`src/rtl/mem_port_arbiter.sv`:
```
// Two-port arbiter in front of the byte-addressed data memory: port 0 fetches
// instructions (reads only), port 1 serves the LSU. One access in flight at a time.
module mem_port_arbiter #(
  parameter int MEM_DEPTH = 1024,
  parameter int PRIO_MODE = 0
) (
  input  logic        CLK,
  input  logic        RST_N,

  input  logic        req0_valid,
  output logic        req0_ready,
  input  logic [31:0] req0_addr,
  input  logic [1:0]  req0_bsel,
  input  logic        req0_sext,
  output logic        rsp0_valid,
  output logic [31:0] rsp0_rdata,
  output logic        rsp0_err,

  input  logic        req1_valid,
  output logic        req1_ready,
  input  logic        req1_rw,
  input  logic [31:0] req1_addr,
  input  logic [1:0]  req1_bsel,
  input  logic        req1_sext,
  input  logic [31:0] req1_wdata,
  output logic        rsp1_valid,
  output logic [31:0] rsp1_rdata,
  output logic        rsp1_err,

  output logic [31:0] MEM_ADDR,
  output logic        MEM_CS,
  output logic        MEM_R_W,
  output logic [1:0]  MEM_BSEL,
  output logic [31:0] MEM_WDATA,
  input  logic [31:0] MEM_RDATA
);

  typedef enum logic [1:0] {IDLE, ACCESS, RESP} state_t;

  state_t      state;
  logic        owner;       // 0 = port 0, 1 = port 1
  logic        last_grant;  // port granted most recently
  logic        rw_q;
  logic        sext_q;
  logic [1:0]  bsel_q;
  logic        rd_path;     // high during RESP of an in-range read
  logic [31:0] rdata0_q;
  logic [31:0] rdata1_q;

  logic        gnt0;
  logic        gnt1;
  logic [31:0] sel_addr;
  logic [1:0]  sel_bsel;
  logic        sel_rw;
  logic        sel_sext;
  logic [31:0] sel_wdata;
  logic        in_range;
  logic [31:0] ext_data;

  function automatic logic [31:0] extend(input logic [31:0] d, input logic [1:0] bsel,
                                         input logic sext);
    case (bsel)
      2'b00:   return {{24{sext & d[7]}},  d[7:0]};
      2'b01:   return {{16{sext & d[15]}}, d[15:0]};
      2'b10:   return {{8{sext & d[23]}},  d[23:0]};
      default: return d;
    endcase
  endfunction

  // NOTE: every signal written here gets a default first so no latch is inferred.
  always_comb begin
    gnt0 = 1'b0;
    gnt1 = 1'b0;
    if (state == IDLE && RST_N) begin
      if (req0_valid && req1_valid) begin
        if (PRIO_MODE != 0 || !last_grant) gnt1 = 1'b1;
        else                               gnt0 = 1'b1;
      end else begin
        gnt0 = req0_valid;
        gnt1 = req1_valid;
      end
    end
  end

  assign req0_ready = gnt0;
  assign req1_ready = gnt1;

  // Port 0 is a pure fetch port: always a read, never carries write data.
  assign sel_addr  = gnt1 ? req1_addr  : req0_addr;
  assign sel_bsel  = gnt1 ? req1_bsel  : req0_bsel;
  assign sel_rw    = gnt1 ? req1_rw    : 1'b1;
  assign sel_sext  = gnt1 ? req1_sext  : req0_sext;
  assign sel_wdata = gnt1 ? req1_wdata : 32'h0;

  // 33-bit sum so an address near 2^32 cannot wrap back into range.
  assign in_range = ({1'b0, sel_addr} + {31'b0, sel_bsel}) <= 33'(MEM_DEPTH - 1);

  // Memory read data is only valid during RESP; show it live then, hold it afterwards.
  assign ext_data   = extend(MEM_RDATA, bsel_q, sext_q);
  assign rsp0_rdata = (rsp0_valid && rd_path) ? ext_data : rdata0_q;
  assign rsp1_rdata = (rsp1_valid && rd_path) ? ext_data : rdata1_q;

  // NOTE: sequential state uses non-blocking assignments only, so every register
  // samples the pre-edge values regardless of statement order.
  always_ff @(posedge CLK) begin
    if (!RST_N) begin
      state      <= IDLE;
      owner      <= 1'b0;
      last_grant <= 1'b1;
      rw_q       <= 1'b1;
      sext_q     <= 1'b0;
      bsel_q     <= 2'b00;
      rd_path    <= 1'b0;
      rdata0_q   <= 32'h0;
      rdata1_q   <= 32'h0;
      rsp0_valid <= 1'b0;
      rsp1_valid <= 1'b0;
      rsp0_err   <= 1'b0;
      rsp1_err   <= 1'b0;
      MEM_CS     <= 1'b0;
      MEM_R_W    <= 1'b1;
      MEM_ADDR   <= 32'h0;
      MEM_BSEL   <= 2'b00;
      MEM_WDATA  <= 32'h0;
    end else begin
      MEM_CS     <= 1'b0;
      rsp0_valid <= 1'b0;
      rsp1_valid <= 1'b0;
      case (state)
        IDLE: begin
          if (gnt0 || gnt1) begin
            owner      <= gnt1;
            last_grant <= gnt1;
            rw_q       <= sel_rw;
            sext_q     <= sel_sext;
            bsel_q     <= sel_bsel;
            if (in_range) begin
              state     <= ACCESS;
              MEM_CS    <= 1'b1;
              MEM_ADDR  <= sel_addr;
              MEM_R_W   <= sel_rw;
              MEM_BSEL  <= sel_bsel;
              MEM_WDATA <= sel_wdata;
            end else begin
              // Out of range: answer immediately, memory never sees the request.
              state   <= RESP;
              rd_path <= 1'b0;
              if (gnt1) begin
                rsp1_valid <= 1'b1;
                rsp1_err   <= 1'b1;
                rdata1_q   <= 32'h0;
              end else begin
                rsp0_valid <= 1'b1;
                rsp0_err   <= 1'b1;
                rdata0_q   <= 32'h0;
              end
            end
          end
        end
        ACCESS: begin
          state   <= RESP;
          rd_path <= rw_q;
          if (owner) begin
            rsp1_valid <= 1'b1;
            rsp1_err   <= 1'b0;
            if (!rw_q) rdata1_q <= 32'h0;
          end else begin
            rsp0_valid <= 1'b1;
            rsp0_err   <= 1'b0;
            if (!rw_q) rdata0_q <= 32'h0;
          end
        end
        RESP: begin
          state   <= IDLE;
          rd_path <= 1'b0;
          if (rd_path) begin
            if (owner) rdata1_q <= ext_data;
            else       rdata0_q <= ext_data;
          end
        end
        default: state <= IDLE;
      endcase
    end
  end

endmodule

```
`config.mk`:
```
export PLATFORM = sky130hd
export DESIGN_NAME = mem_port_arbiter
export DESIGN_NICKNAME = d
export VERILOG_FILES = /design/src/rtl/mem_port_arbiter.sv
export SDC_FILE = /design/constraint.sdc
export NUM_CORES = 1
export LEC_CHECK = 0
export BUFFER_PORTS_ARGS = -buffer_cell sky130_fd_sc_hd__clkbuf_2
export CORE_MARGIN = 2
export CORE_UTILIZATION = 50
export DETAILED_ROUTE_END_ITERATION = 16
export PLACE_DENSITY = 0.82
export SLEW_MARGIN = 15
export SYNTH_ARGS = -nofsm -noshare
export SYNTH_HDL_FRONTEND = slang
export SYNTH_SLANG_ARGS = --single-unit
```
`constraint.sdc`:
```
create_clock -name CLK -period 9.9 [get_ports CLK]
set_clock_uncertainty 0.1 [all_clocks]
set_input_delay 1.98 -clock CLK [delete_from_list [all_inputs] [get_ports CLK]]
set_output_delay 1.98 -clock CLK [all_outputs]
set_load 0.03 [all_outputs]
```
==> run summary, run 1 <==
The run finished with clean final reports. The total detailed-routing wirelength is 21900 um. The achievable frequency is 126 MHz. The leakage power came out at 4.19 nW.

The number of cells traversed by the worst register-to-register path is 18. For this design, the sink count on the clock tree is 145. The initial detailed-routing violation count came out at 751. After synthesis, the mean cell area works out to 8.30 sq um. The number of global-route vias before repair is 7321. The time the worst path needs with I/O delays and setup is 7920 ps. The initial antenna violation count is 0. The half-perimeter wire length after placement is 15300 um. TritonCTS built the clock tree. During placement, the flow inserted port buffers numbering 276. The final RePlAce weighted congestion is 0.922.

The sequential element share of the synthesized area is 38.8%. The tree is rooted in a sky130_fd_sc_hd__clkbuf_16. Setup slack closes at 1980 ps.

The top cell type by area accounts for 38.8% of the synthesized area. The kind of end point of the critical path is a flip-flop. The start of the worst register-to-register path is state[1]$_SDFFE_PN0N_. The area of the die came out at 15900 sq um. The worst slack at placement came out at 1630 ps. From synthesis to final layout, the design area changed by 26.6%. The net count after synthesis came out at 1043. The clock passes through at most 2 buffers.

Setup violations remaining at the end of the flow were counted as 0. The area of the placeable core came out at 14600 sq um. The async set-reset flop share out of synthesis came out at 0%.

The switching power of the nets is 0.353 mW. The post-synthesis cell type count is 65. The number of nets in the final layout came out at 1278. The startpoint identified for the worst hold timing path is MEM_ADDR[18]$_SDFFE_PN0P_. The highest net fanout along the worst path came out at 52.

The portion of total power attributed to sequential cells came out at 43.0%. The total I/O pin count is 277. The number of hold violations in the final report came to 0. The count of maximum capacitance violations is 0.

The placement row count came out at 44. The clock share of power came out at 46.0%. The Yosys step of the flow raised 0 warnings. The setup total negative slack came out at 0 ps. The min-delay analysis places its worst path in the category reg2reg.

The first-pass GRT wire length is 35100 um. After synthesis, the cell types taking the most area are sky130_fd_sc_hd__dfxtp_1 39%, sky130_fd_sc_hd__a32o_1 6.6%, sky130_fd_sc_hd__nand2_1 6.2%, sky130_fd_sc_hd__o21ai_0 4.6%, sky130_fd_sc_hd__nor2_1 4.3%. The clock insertion delay at the later pin of the skew report came out at 410 ps. The ratio of cells with drive above 1 in the final layout is 33.6%. The cell area that synthesis handed to floorplanning was 7480 sq um.

The remaining antenna violation count came out at 0. The critical path starts at RST_N. Buffers added to address setup during post-CTS repair amount to 0.

The worst register-to-register path ends at MEM_WDATA[8]$_SDFFE_PN0P_. For this run the aggregate overflow at the end of global routing stands at 0. The number of cells upsized or downsized after cts came out at 0. The fraction of power spent switching nets came out at 25.4%. The die boundary height came out at 126 um. The number of buffers inserted by hold repair at cts came out at 0. Counting flops and latches in the post-synthesis netlist gives 145.

At the pin with the least slew margin, the transition time is 1100 ps. The relative slew slack came out at 26.6%. The max-slew violation count is 0. The number of H-tree levels is 4. The clock transition time at the flip-flop clock pins of the worst setup and hold paths is 60 ps. Setup repair after global routing left no endpoint under its margin. The most used flip-flop cell after synthesis is sky130_fd_sc_hd__dfxtp_1. The total CTS buffers is 17. The count of flip-flops with a built-in enable after synthesis is 0.

The largest net degree at the start of global routing came out at 71. The overall fraction of global-route tracks in use is 26.8%. The first-pass iteration count of the detailed router is 6. The capturing instance or port of the critical path is MEM_WDATA[8]$_SDFFE_PN0P_. The repair_antennas step left the layout with diodes totalling 0. The average via count per standard cell came out at 5.93.

The setup slack on the worst flop-to-flop path came out at 3520 ps. The cell accounting for the most synthesized area is sky130_fd_sc_hd__dfxtp_1. The worst endpoint required time came out at 10100 ps. The endpoint arrival time on the critical path is 8120 ps.

The average detailed-routed wire length per instance came out at 16.4 um. The number of standard cells after synthesis is 901. The highest ir drop seen on vdd came out at 0.000114 V. The post-route DRC violation count is 0. The post-route fraction of the period consumed by the critical path came out at 80.0%. Per report_power, the combinational group accounts for 11.0% of the total. The total vias in the final route is 7910. The initial utilization of the core area, before any placement, comes to 51.2%. The die boundary width is 126 um. The internal power component came out at 1.04 mW. The nature of the critical path startpoint is a primary input. The power density over the cells came out at 147 nW/um^2.

The worst setup path is of the in2reg kind.
## power by group through the flow
stage	combinational, mW	clock [mW]	sequential [mW]
after floorplan	0.0908	0	0.606
after global placement	0.149	0	0.610
after detailed placement	0.150	0	0.610
after CTS	0.151	0.653	0.597
after global routing	0.167	0.674	0.598
final	0.153	0.640	0.597
## layout by cell type (no fill, tap or decap), types with 3 or more instances in the layout
| master | Yosys | layout |
|---|---|---|
| sky130_fd_sc_hd__mux2i_1 | 21 | 21 |
| sky130_fd_sc_hd__clkbuf_8 | 0 | 3 |
| sky130_fd_sc_hd__a31o_1 | 14 | 14 |
| sky130_fd_sc_hd__o21ai_0 | 69 | 69 |
| sky130_fd_sc_hd__nor3b_1 | 5 | 4 |
| sky130_fd_sc_hd__a32o_1 | 49 | 49 |
| sky130_fd_sc_hd__nand3_1 | 24 | 24 |
| sky130_fd_sc_hd__mux2_2 | 18 | 18 |
| sky130_fd_sc_hd__inv_6 | 0 | 3 |
| sky130_fd_sc_hd__a311oi_1 | 3 | 3 |
| sky130_fd_sc_hd__o22ai_1 | 7 | 7 |
| sky130_fd_sc_hd__inv_1 | 13 | 13 |
| sky130_fd_sc_hd__nand2_1 | 123 | 123 |
| sky130_fd_sc_hd__a211oi_1 | 22 | 22 |
| sky130_fd_sc_hd__a21oi_1 | 34 | 34 |
| sky130_fd_sc_hd__a2111oi_0 | 3 | 3 |
| sky130_fd_sc_hd__a31oi_1 | 7 | 7 |
| sky130_fd_sc_hd__dfxtp_1 | 145 | 145 |
| sky130_fd_sc_hd__and2_1 | 33 | 33 |
| sky130_fd_sc_hd__nand2b_1 | 5 | 5 |
| sky130_fd_sc_hd__nor2_1 | 85 | 85 |
| sky130_fd_sc_hd__o211ai_1 | 3 | 3 |
| sky130_fd_sc_hd__and3_1 | 9 | 8 |
| sky130_fd_sc_hd__clkbuf_2 | 0 | 275 |
| sky130_fd_sc_hd__nor3_1 | 15 | 14 |
| sky130_fd_sc_hd__buf_4 | 5 | 13 |
| sky130_fd_sc_hd__xnor2_1 | 8 | 8 |
| sky130_fd_sc_hd__clkinv_2 | 0 | 4 |
| sky130_fd_sc_hd__a21o_1 | 10 | 10 |
| sky130_fd_sc_hd__nor4_1 | 11 | 11 |
| sky130_fd_sc_hd__clkbuf_16 | 0 | 17 |
| sky130_fd_sc_hd__a31o_2 | 34 | 34 |
| sky130_fd_sc_hd__o31ai_1 | 5 | 5 |
| sky130_fd_sc_hd__nand4_1 | 15 | 15 |
## how the worst min path moves through the flow
stage	end	slack [ps]	cells after the start
floorplan	rdata0_q[25]$_SDFFE_PN0P_	350	1
global placement	MEM_ADDR[12]$_SDFFE_PN0P_	340	1
detailed placement	MEM_ADDR[28]$_SDFFE_PN0P_	340	1
CTS	MEM_ADDR[28]$_SDFFE_PN0P_	360	1
global route	MEM_ADDR[12]$_SDFFE_PN0P_	370	1
finish	MEM_ADDR[18]$_SDFFE_PN0P_	360	1
## state kept, by name, indices dropped and copies added, names as in the netlist, 2 cells and up
name / cells
MEM_ADDR: 32
MEM_BSEL: 2
MEM_WDATA: 32
bsel_q: 2
rdata0_q: 32
rdata1_q: 32
state: 2
## Yosys cell counts (5+ instances only)
library cell,count
sky130_fd_sc_hd__buf_1,5
sky130_fd_sc_hd__buf_4,5
sky130_fd_sc_hd__buf_2,11
sky130_fd_sc_hd__mux2i_1,21
sky130_fd_sc_hd__a21oi_1,34
sky130_fd_sc_hd__clkbuf_1,48
sky130_fd_sc_hd__a31o_2,34
sky130_fd_sc_hd__o21ai_0,69
sky130_fd_sc_hd__nor2_1,85
sky130_fd_sc_hd__a32o_1,49
sky130_fd_sc_hd__xnor2_1,8
sky130_fd_sc_hd__nand2b_1,5
sky130_fd_sc_hd__o22ai_1,7
sky130_fd_sc_hd__a31o_1,14
sky130_fd_sc_hd__a31oi_1,7
sky130_fd_sc_hd__a211oi_1,22
sky130_fd_sc_hd__inv_1,13
sky130_fd_sc_hd__mux2_2,18
sky130_fd_sc_hd__dfxtp_1,145
sky130_fd_sc_hd__nor3_1,15
sky130_fd_sc_hd__o31ai_1,5
sky130_fd_sc_hd__nand2_1,123
sky130_fd_sc_hd__and3_1,9
sky130_fd_sc_hd__nor4_1,11
sky130_fd_sc_hd__and2_1,33
sky130_fd_sc_hd__nor3b_1,5
sky130_fd_sc_hd__nand3_1,24
sky130_fd_sc_hd__nand4_1,15
sky130_fd_sc_hd__a21o_1,10
## routing by layer
metal | routed length [um] | up-vias | global-route usage (%)
li1 | - | 3800 | -
met5 | 0 | - | 0
met1 | 9050 | 3670 | 33.2
met4 | 682 | 0 | 11.5
met2 | 10500 | 385 | 45.1
met3 | 1620 | 55 | 5.40
## per-stage QoR
step / instance area (sq um) / hold WS (ps) / total power, mW / std cells / utilization, %
floorplan: 7480 / 349 / 0.697 / 901 / -
global placement: 8870 / 341 / 0.759 / 1301 / 60.8
detailed placement: 8870 / 345 / 0.760 / 1301 / 60.8
CTS: 9470 / 363 / 1.40 / 1333 / 64.9
global route: 9470 / 373 / 1.44 / 1333 / 64.9
finish: 9470 / 358 / 1.39 / 1333 / 64.9
## cells by family after synthesis
| logic type | after synthesis | share of synthesized area (%) |
|---|---|---|
| AO/OA/AOI/OAI | 276 | 27.0 |
| XOR/XNOR | 10 | 1.17 |
| adder cells (fa/ha/maj) | 3 | 0.602 |
| buffers and inverters | 87 | 5.10 |
| flip-flops | 145 | 38.8 |
| multiplexers | 39 | 5.52 |
| AND/OR/NAND/NOR | 341 | 21.8 |
## area by class of cell
| cell class | instances | area, sq um |
|---|---|---|
| Clock buffer | 20 | 467 |
| Clock inverter | 12 | 130 |
| Sequential cell | 145 | 2900 |
| Multi-Input combinational cell | 669 | 4210 |
| Timing Repair Buffer | 288 | 1470 |
| Fill cell | 1275 | 5120 |
| Tap cell | 184 | 230 |
| Inverter | 15 | 56.3 |
## worst max-delay path, cell delays in order
cell,delay [ps]
sky130_fd_sc_hd__buf_4,440
sky130_fd_sc_hd__nor3b_1,250
sky130_fd_sc_hd__buf_4,220
sky130_fd_sc_hd__nand2_1,380
sky130_fd_sc_hd__mux2i_1,510
sky130_fd_sc_hd__inv_1,90
sky130_fd_sc_hd__ha_1,290
sky130_fd_sc_hd__a21oi_1,380
sky130_fd_sc_hd__nor4_1,150
sky130_fd_sc_hd__buf_4,190
sky130_fd_sc_hd__a211oi_1,240
sky130_fd_sc_hd__o22ai_1,130
sky130_fd_sc_hd__a2111o_1,370
sky130_fd_sc_hd__or4_4,500
sky130_fd_sc_hd__nor4_4,300
sky130_fd_sc_hd__and3_2,830
sky130_fd_sc_hd__buf_4,490
sky130_fd_sc_hd__nor2_1,110
sky130_fd_sc_hd__a31o_2,230
No activity file was read; power rests on OpenSTA's default activity.
==> run 2, diff against run 1 <==
Clock period 9.9 ns to 7.95 ns, I/O delays scaled along.
==> run 2 against run 1 <==
  * Via count shrank 0.33%
  * Cell area grew 0.26%
  * Clock power grew 25%
  * Register-to-register slack lost 1000 ps
  * Count of clock-buffer cells in the layout grew 1
  * Largest power group unchanged
==> run summary, run 2 (synthesized netlist as in run 1, its figures left out) <==
The setup total negative slack is 0 ps (unchanged). The count of input and output buffers is 276 (unchanged). The tightest min-delay check is of the reg2reg type.

The CTS root buffer is sky130_fd_sc_hd__clkbuf_16. For hold timing, the worst endpoint is MEM_ADDR[12]$_SDFFE_PN0P_. The relative slew slack came out at 23.2% (-3.4 points).

The count of maximum capacitance violations came to 0 (unchanged). The number of nets in the final layout came out at 1279 (+0.078%). The fraction of power spent switching nets is 25.3% (-0.13 points). The number of H-tree levels came out at 4 (unchanged). The total I/O pin count came out at 277 (unchanged).

The area of the placeable core is 14600 sq um (unchanged). The final RePlAce weighted congestion came out at 0.953 (+3.3%). Leaving out fill and tap cells, the most frequent cell in the layout is sky130_fd_sc_hd__clkbuf_2.

The portion of total power attributed to sequential cells came out at 42.8% (-0.2 points). The maximum clock path buffer count came to 2 (unchanged). The number of hold violations in the final report is 0 (unchanged). The worst hold path cell count is 1 (unchanged). The largest net degree at the start of global routing came out at 110 (+55%).

The number of cells upsized or downsized after cts came out at 0 (unchanged). The die boundary height came out at 126 um (unchanged). The portion of total power attributed to combinational logic came out at 11.1% (about the same). The layout overhead on the synthesized area came out at 26.9%. The worst endpoint required time is 8200 ps (-1900 ps). The clock share of power came out at 46.1% (about the same). The power density over the cells is 182 nW/um^2 (+24%). The ratio of cells with drive above 1 in the final layout came out at 33.7% (+0.058 points). The post-route DRC violation count is 0 (unchanged). The average detailed-routed wire length per instance was 16.3 um (-0.87%). The clock insertion delay at the later pin of the skew report came to 410 ps (about the same). The internal power component is 1.29 mW (+25%). The number of buffers inserted by hold repair at cts came out at 0 (unchanged). The endpoint arrival time on the critical path came out at 6590 ps (-1530 ps). The total detailed-routing wirelength was 21700 um (-0.79%). The setup slack on the worst flop-to-flop path came out at 2520 ps (-1000 ps). The first-pass GRT wire length came out at 34800 um (-0.90%). The initial detailed-routing violation count is 647 (-14%). The remaining antenna violation count came out at 0 (unchanged).

In the layout the commonest cells are 275 x sky130_fd_sc_hd__clkbuf_2, 145 x sky130_fd_sc_hd__dfxtp_1, 123 x sky130_fd_sc_hd__nand2_1. The total vias in the final route is 7884 (-0.33%). TritonCTS built the clock tree.

The total setup buffers inserted after CTS came to 0 (unchanged). The initial cell density of the core came out at 51.2% (unchanged). The actual slew at the worst max-slew pin came out at 1150 ps (+56.0 ps).

The overall fraction of global-route tracks in use came out at 26.4% (-0.32 points). Setup repair after global routing left no endpoint under its margin. The smallest hold slack was 359 ps (+1.12 ps). The highest net fanout along the worst path is 32 (-38%). The worst setup path is captured at a flip-flop. The finished layout cell area is 9490 sq um (+0.26%). The post-route fraction of the period consumed by the critical path came out at 79.8%. The average via count per standard cell came out at 5.91 (-0.40%). The area of the die came to 15900 sq um (unchanged). The clock transition time at the flip-flop clock pins of the worst setup and hold paths is 60 ps (about the same). The global route total overflow is 0 (unchanged).

The number of inserted diodes is 0 (unchanged). The total CTS buffers is 17 (unchanged). The worst path in the final design needs a cycle of 6350 ps, including I/O delays and setup. Timing would allow up to 158 MHz. The initial antenna violation count came out at 0 (unchanged). The leakage power is 4.19 nW (+0.12%). The max-slew violation count came out at 0 (unchanged). The die boundary width is 126 um (unchanged). The slowest stage of the critical path belongs to the cell sky130_fd_sc_hd__nor4_1. The placement row count is 44 (unchanged). The nature of the critical path startpoint is a primary input. The start of the worst register-to-register path is state[0]$_SDFFE_PN0N_.

The flow ran to the end, and the final reports show no timing, DRC or antenna violations. The post-layout total power is 1.73 mW (+24%). By startpoint and endpoint, the worst setup path is classified as in2reg. In this run the most critical hold path is launched from MEM_ADDR[12]$_SDFFE_PN0P_. The switching power of the nets was 0.438 mW (+24%). The end of the worst register-to-register path is rdata0_q[3]$_SDFFE_PN0P_.

The first-pass iteration count of the detailed router came to 5 (-1). The critical path goes through clkbuf_2 > a21boi_0 > buf_4 > nand2_1 > mux2i_1 > inv_1 > ha_1 > a21oi_1 > nor4_1 > nand3_1 > a21oi_1 > o22ai_1 > or4_4 > nor4_4 > nand2_2 > o31ai_4 > buf_4 > a32o_1. The clock sink total was 145 (unchanged). The share of the core filled with cells in the final layout is 65.1% (+0.17 points). The area of placed instances is 8890 sq um (+0.23%). The stage delay of the slowest cell on the critical path is 900 ps (+70 ps). The highest ir drop seen on vdd is 0.000128 V (+13%). The number of cells traversed by the worst register-to-register path was 16 (-2). The half-perimeter wire length after placement is 14900 um (-2.4%). The number of global-route vias before repair came to 7019 (-4.1%). The number of failing setup endpoints in the final timing report is 0 (unchanged).
## run 2: cell count changes in the layout (fill, tap and decap cells not counted), sizes merged
cell,delta
clkbuf,+1
buf,+1
inv,-1
## run 2: worst max-delay path: cells and delay by family
family | cells | cell delay [ps]
buf+inv | 4 | 820
simple gates | 6 | 2330
compound gates | 6 | 1100
fa+ha+maj | 1 | 290
mux | 1 | 430
## run 2: per-stage QoR
step | setup WS [ps] | cells
global route | 1040 | 1334
global placement | 1410 | 1302
floorplan | 555 | 901
CTS | 1660 | 1334
detailed placement | 1230 | 1302
finish | 1600 | 1334
## run 2: routing by layer
layer	GRT usage, %	vias to the layer above	part of all wire, %
met2	42.6	365	47
met1	34.2	3651	42
met4	11.4	0	3.7
met5	0	-	0
met3	5.73	61	7.4
li1	-	3807	-
## run 2: cell type report
type	instances	area, sq um
inverters	15	56.3
fillers	1290	5100
clock inverters	11	129
multi-input cells	669	4210
repair buffers	289	1490
clock buffers	21	470
well taps	184	230
flip-flops and latches	145	2900
## run 2: worst max-delay path by stage
| stage | startpoint | end | slack [ps] |
|---|---|---|---|
| finish | req1_valid | rdata0_q[3]$_SDFFE_PN0P_ | 1600 |
| global route | req1_valid | MEM_ADDR[1]$_SDFFE_PN0P_ | 1040 |
| CTS | req1_valid | rdata0_q[3]$_SDFFE_PN0P_ | 1660 |
| detailed placement | req1_valid | rdata0_q[3]$_SDFFE_PN0P_ | 1230 |
| global placement | req1_valid | MEM_WDATA[24]$_SDFFE_PN0P_ | 1410 |
| floorplan | RST_N | MEM_WDATA[15]$_SDFFE_PN0P_ | 550 |
## run 2: power groups by stage
| stage | sequential [mW] | combinational [mW] | clock [mW] |
|---|---|---|---|
| final | 0.741 | 0.193 | 0.797 |
| after global routing | 0.741 | 0.212 | 0.847 |
| after CTS | 0.740 | 0.191 | 0.809 |
| after detailed placement | 0.756 | 0.190 | 0 |
| after global placement | 0.756 | 0.188 | 0 |
| after floorplan | 0.755 | 0.113 | 0 |
==> run 3, diff against run 2 <==
Clock period 7.95 ns to 6.3 ns, I/O delays scaled along.
==> run 3 against run 2 <==
  * Clock power is 24% higher
  * Largest cell class unchanged
  * Via count down 0.80%
  * Sequential share of layout area decreased by 0.096 points
  * Non-clock buffer count grew 4
  * Count of clock-buffer cells in the layout is 2 lower
  * Highest routed layer unchanged
  * Critical path depth increased by 1
  * Worst setup slack worse by 1000 ps
  * Final cell count barely moved
  * Utilization grew 0.21 points
==> run summary, run 3 (synthesized netlist as in run 1, its figures left out) <==
The run finished with clean final reports. The first-pass GRT wire length is 34400 um (-1.2%). The average detailed-routed wire length per instance came out at 16.1 um (-0.87%). The total vias in the final route is 7821 (-0.80%). The total setup buffers inserted after CTS came to 0 (unchanged). The max-slew violation count was 0 (unchanged).

The highest net fanout along the worst path is 93 (+190%). The finished layout cell area is 9520 sq um (+0.32%). The clock sink total came out at 145 (unchanged). The number of nets in the final layout is 1283 (+0.31%). The number of failing setup endpoints in the final timing report came out at 0 (unchanged). The highest ir drop seen on vdd came to 0.000182 V (+42%). The total CTS buffers came out at 17 (unchanged).

The area occupied by multi-input gates came out at 4230 sq um (+0.42%). The total detailed-routing wirelength came out at 21500 um (-0.79%). The initial detailed-routing violation count came to 695 (+7.4%).

The worst endpoint required time is 6510 ps (-1690 ps). Setup repair after global routing left no endpoint under its margin. The initial antenna violation count came out at 0 (unchanged). The ratio of cells with drive above 1 in the final layout came out at 33.8% (+0.14 points). The number of inserted diodes came out at 0 (unchanged).

The count of input and output buffers is 276 (unchanged). The post-route fraction of the period consumed by the critical path came out at 90.7%. The area taken by flip-flops and latches is 2900 sq um (unchanged). The tree is rooted in a sky130_fd_sc_hd__clkbuf_16.

The first-pass iteration count of the detailed router is 5 (unchanged). STA classifies the critical path endpoint as a flip-flop. The initial cell density of the core came out at 51.2% (unchanged).

The tightest min-delay check is of the reg2reg type. The maximum clock path buffer count came out at 2 (unchanged). The leakage power is 4.22 nW (+0.60%). The portion of total power attributed to combinational logic is 11.2% (about the same).

The half-perimeter wire length after placement was 15100 um (+1.2%). The power density over the cells was 228 nW/um^2 (+25%). The portion of total power attributed to sequential cells is 43.2% (+0.4 points). The worst setup path is launched from a primary input. The fill cell instance count of the final layout came out at 1264 (-2.0%). The endpoint arrival time on the critical path was 5920 ps (-670 ps). The die boundary height is 126 um (unchanged). The overall fraction of global-route tracks in use came out at 26.1% (-0.30 points).

The layout overhead on the synthesized area came out at 27.3%. The post-route DRC violation count is 0 (unchanged). The CTS tree is yes. The clock insertion delay at the later pin of the skew report is 410 ps (about the same). The clock transition time at the flip-flop clock pins of the worst setup and hold paths came to 60 ps (about the same). The number of global-route vias before repair is 7062 (+0.61%).

The number of cells upsized or downsized after cts came out at 0 (unchanged). The count of maximum capacitance violations came out at 0 (unchanged). The number of hold violations in the final report came out at 0 (unchanged). The actual slew at the worst max-slew pin came to 1120 ps (-27.8 ps). The clock share of power came out at 45.6% (-0.5 points). The time the worst path needs with I/O delays and setup is 5720 ps. The setup slack on the worst flop-to-flop path came out at 1010 ps (-1510 ps). The achievable frequency came out at 175 MHz.

The number of buffers inserted by hold repair at cts is 0 (unchanged). The global route total overflow was 0 (unchanged). The fraction of power spent switching nets is 24.4% (-0.85 points). The area of the placeable core is 14600 sq um (unchanged). The relative slew slack is 24.8% (+1.5 points).

The die boundary width was 126 um (unchanged). The worst setup path is of the in2reg kind. The library cells used most frequently in the layout, excluding fill and tap cells, are 275 x sky130_fd_sc_hd__clkbuf_2, 145 x sky130_fd_sc_hd__dfxtp_1, 123 x sky130_fd_sc_hd__nand2_1. The area of the die is 15900 sq um (unchanged). The internal power component is 1.64 mW (+27%).

The average via count per standard cell is 5.86 (-0.87%). The largest net degree at the start of global routing came to 109 (-0.91%). The total I/O pin count is 277 (unchanged).

The number of H-tree levels is 4 (unchanged). The setup total negative slack is 0 ps (unchanged). Leaving out fill and tap cells, the most frequent cell in the layout is sky130_fd_sc_hd__clkbuf_2.

The placement row count was 44 (unchanged). The switching power of the nets came to 0.530 mW (+21%). The area of placed instances came out at 8940 sq um (+0.56%). The final RePlAce weighted congestion is 1.01 (+5.6%). The remaining antenna violation count came out at 0 (unchanged).
## run 3: area by class of cell
cell class,count,share of cell area [%]
multi-input combinational,669,44.4
sequential,145,30.5
timing repair buffer,293,16.0
clock buffer,19,4.65
tap,184,2.42
clock inverter,10,1.46
inverter,15,0.591
## run 3: metal layers
metal | up-vias | GRT usage [%] | routed length, um
met4 | 0 | 10.4 | 606
met3 | 49 | 5.82 | 1640
met2 | 364 | 42.8 | 10200
li1 | 3808 | - | -
met1 | 3600 | 33.5 | 9110
met5 | - | 0 | 0
## run 3: path summary, 6_finish.rpt
kind,endpoint,cells past startpoint,startpoint
hold reg to reg,MEM_ADDR[21]$_SDFFE_PN0P_,1,MEM_ADDR[21]$_SDFFE_PN0P_
setup / recovery,MEM_ADDR[24]$_SDFFE_PN0P_,19,req1_valid
hold / removal,MEM_ADDR[21]$_SDFFE_PN0P_,1,MEM_ADDR[21]$_SDFFE_PN0P_
setup reg to reg,MEM_ADDR[24]$_SDFFE_PN0P_,18,state[1]$_SDFFE_PN0N_
## run 3: stage by stage
step	power [mW]	cells	utilization [%]	worst slack, ps	hold slack (ps)
2_1_floorplan	1.10	901	-	8.42	349
3_3_place_gp	1.20	1306	61.3	263	341
3_5_place_dp	1.20	1306	61.3	141	345
4_1_cts	2.18	1335	65.3	580	363
5_1_grt	2.25	1335	65.3	127	379
6_report	2.17	1335	65.3	584	358
## run 3: power by group through the flow
stage	clock network, mW	logic [mW]	registers [mW]
floorplan	0	0.145	0.952
global placement	0	0.237	0.958
detailed placement	0	0.238	0.958
CTS	1.01	0.240	0.939
global route	1.05	0.267	0.940
finish	0.989	0.243	0.939
## run 3: critical path, cell delays in order
cell	delay (ps)
sky130_fd_sc_hd__clkbuf_2	150
sky130_fd_sc_hd__a21boi_1	220
sky130_fd_sc_hd__nand2_1	260
sky130_fd_sc_hd__inv_2	190
sky130_fd_sc_hd__nand2_1	70
sky130_fd_sc_hd__nand2_1	80
sky130_fd_sc_hd__ha_1	170
sky130_fd_sc_hd__inv_1	60
sky130_fd_sc_hd__fa_1	440
sky130_fd_sc_hd__nor4_2	310
sky130_fd_sc_hd__o22ai_2	130
sky130_fd_sc_hd__o311a_1	360
sky130_fd_sc_hd__a2111o_1	300
sky130_fd_sc_hd__or4_4	500
sky130_fd_sc_hd__nor4_4	290
sky130_fd_sc_hd__and3_2	260
sky130_fd_sc_hd__buf_12	310
sky130_fd_sc_hd__nor2_1	300
sky130_fd_sc_hd__and2_1	250
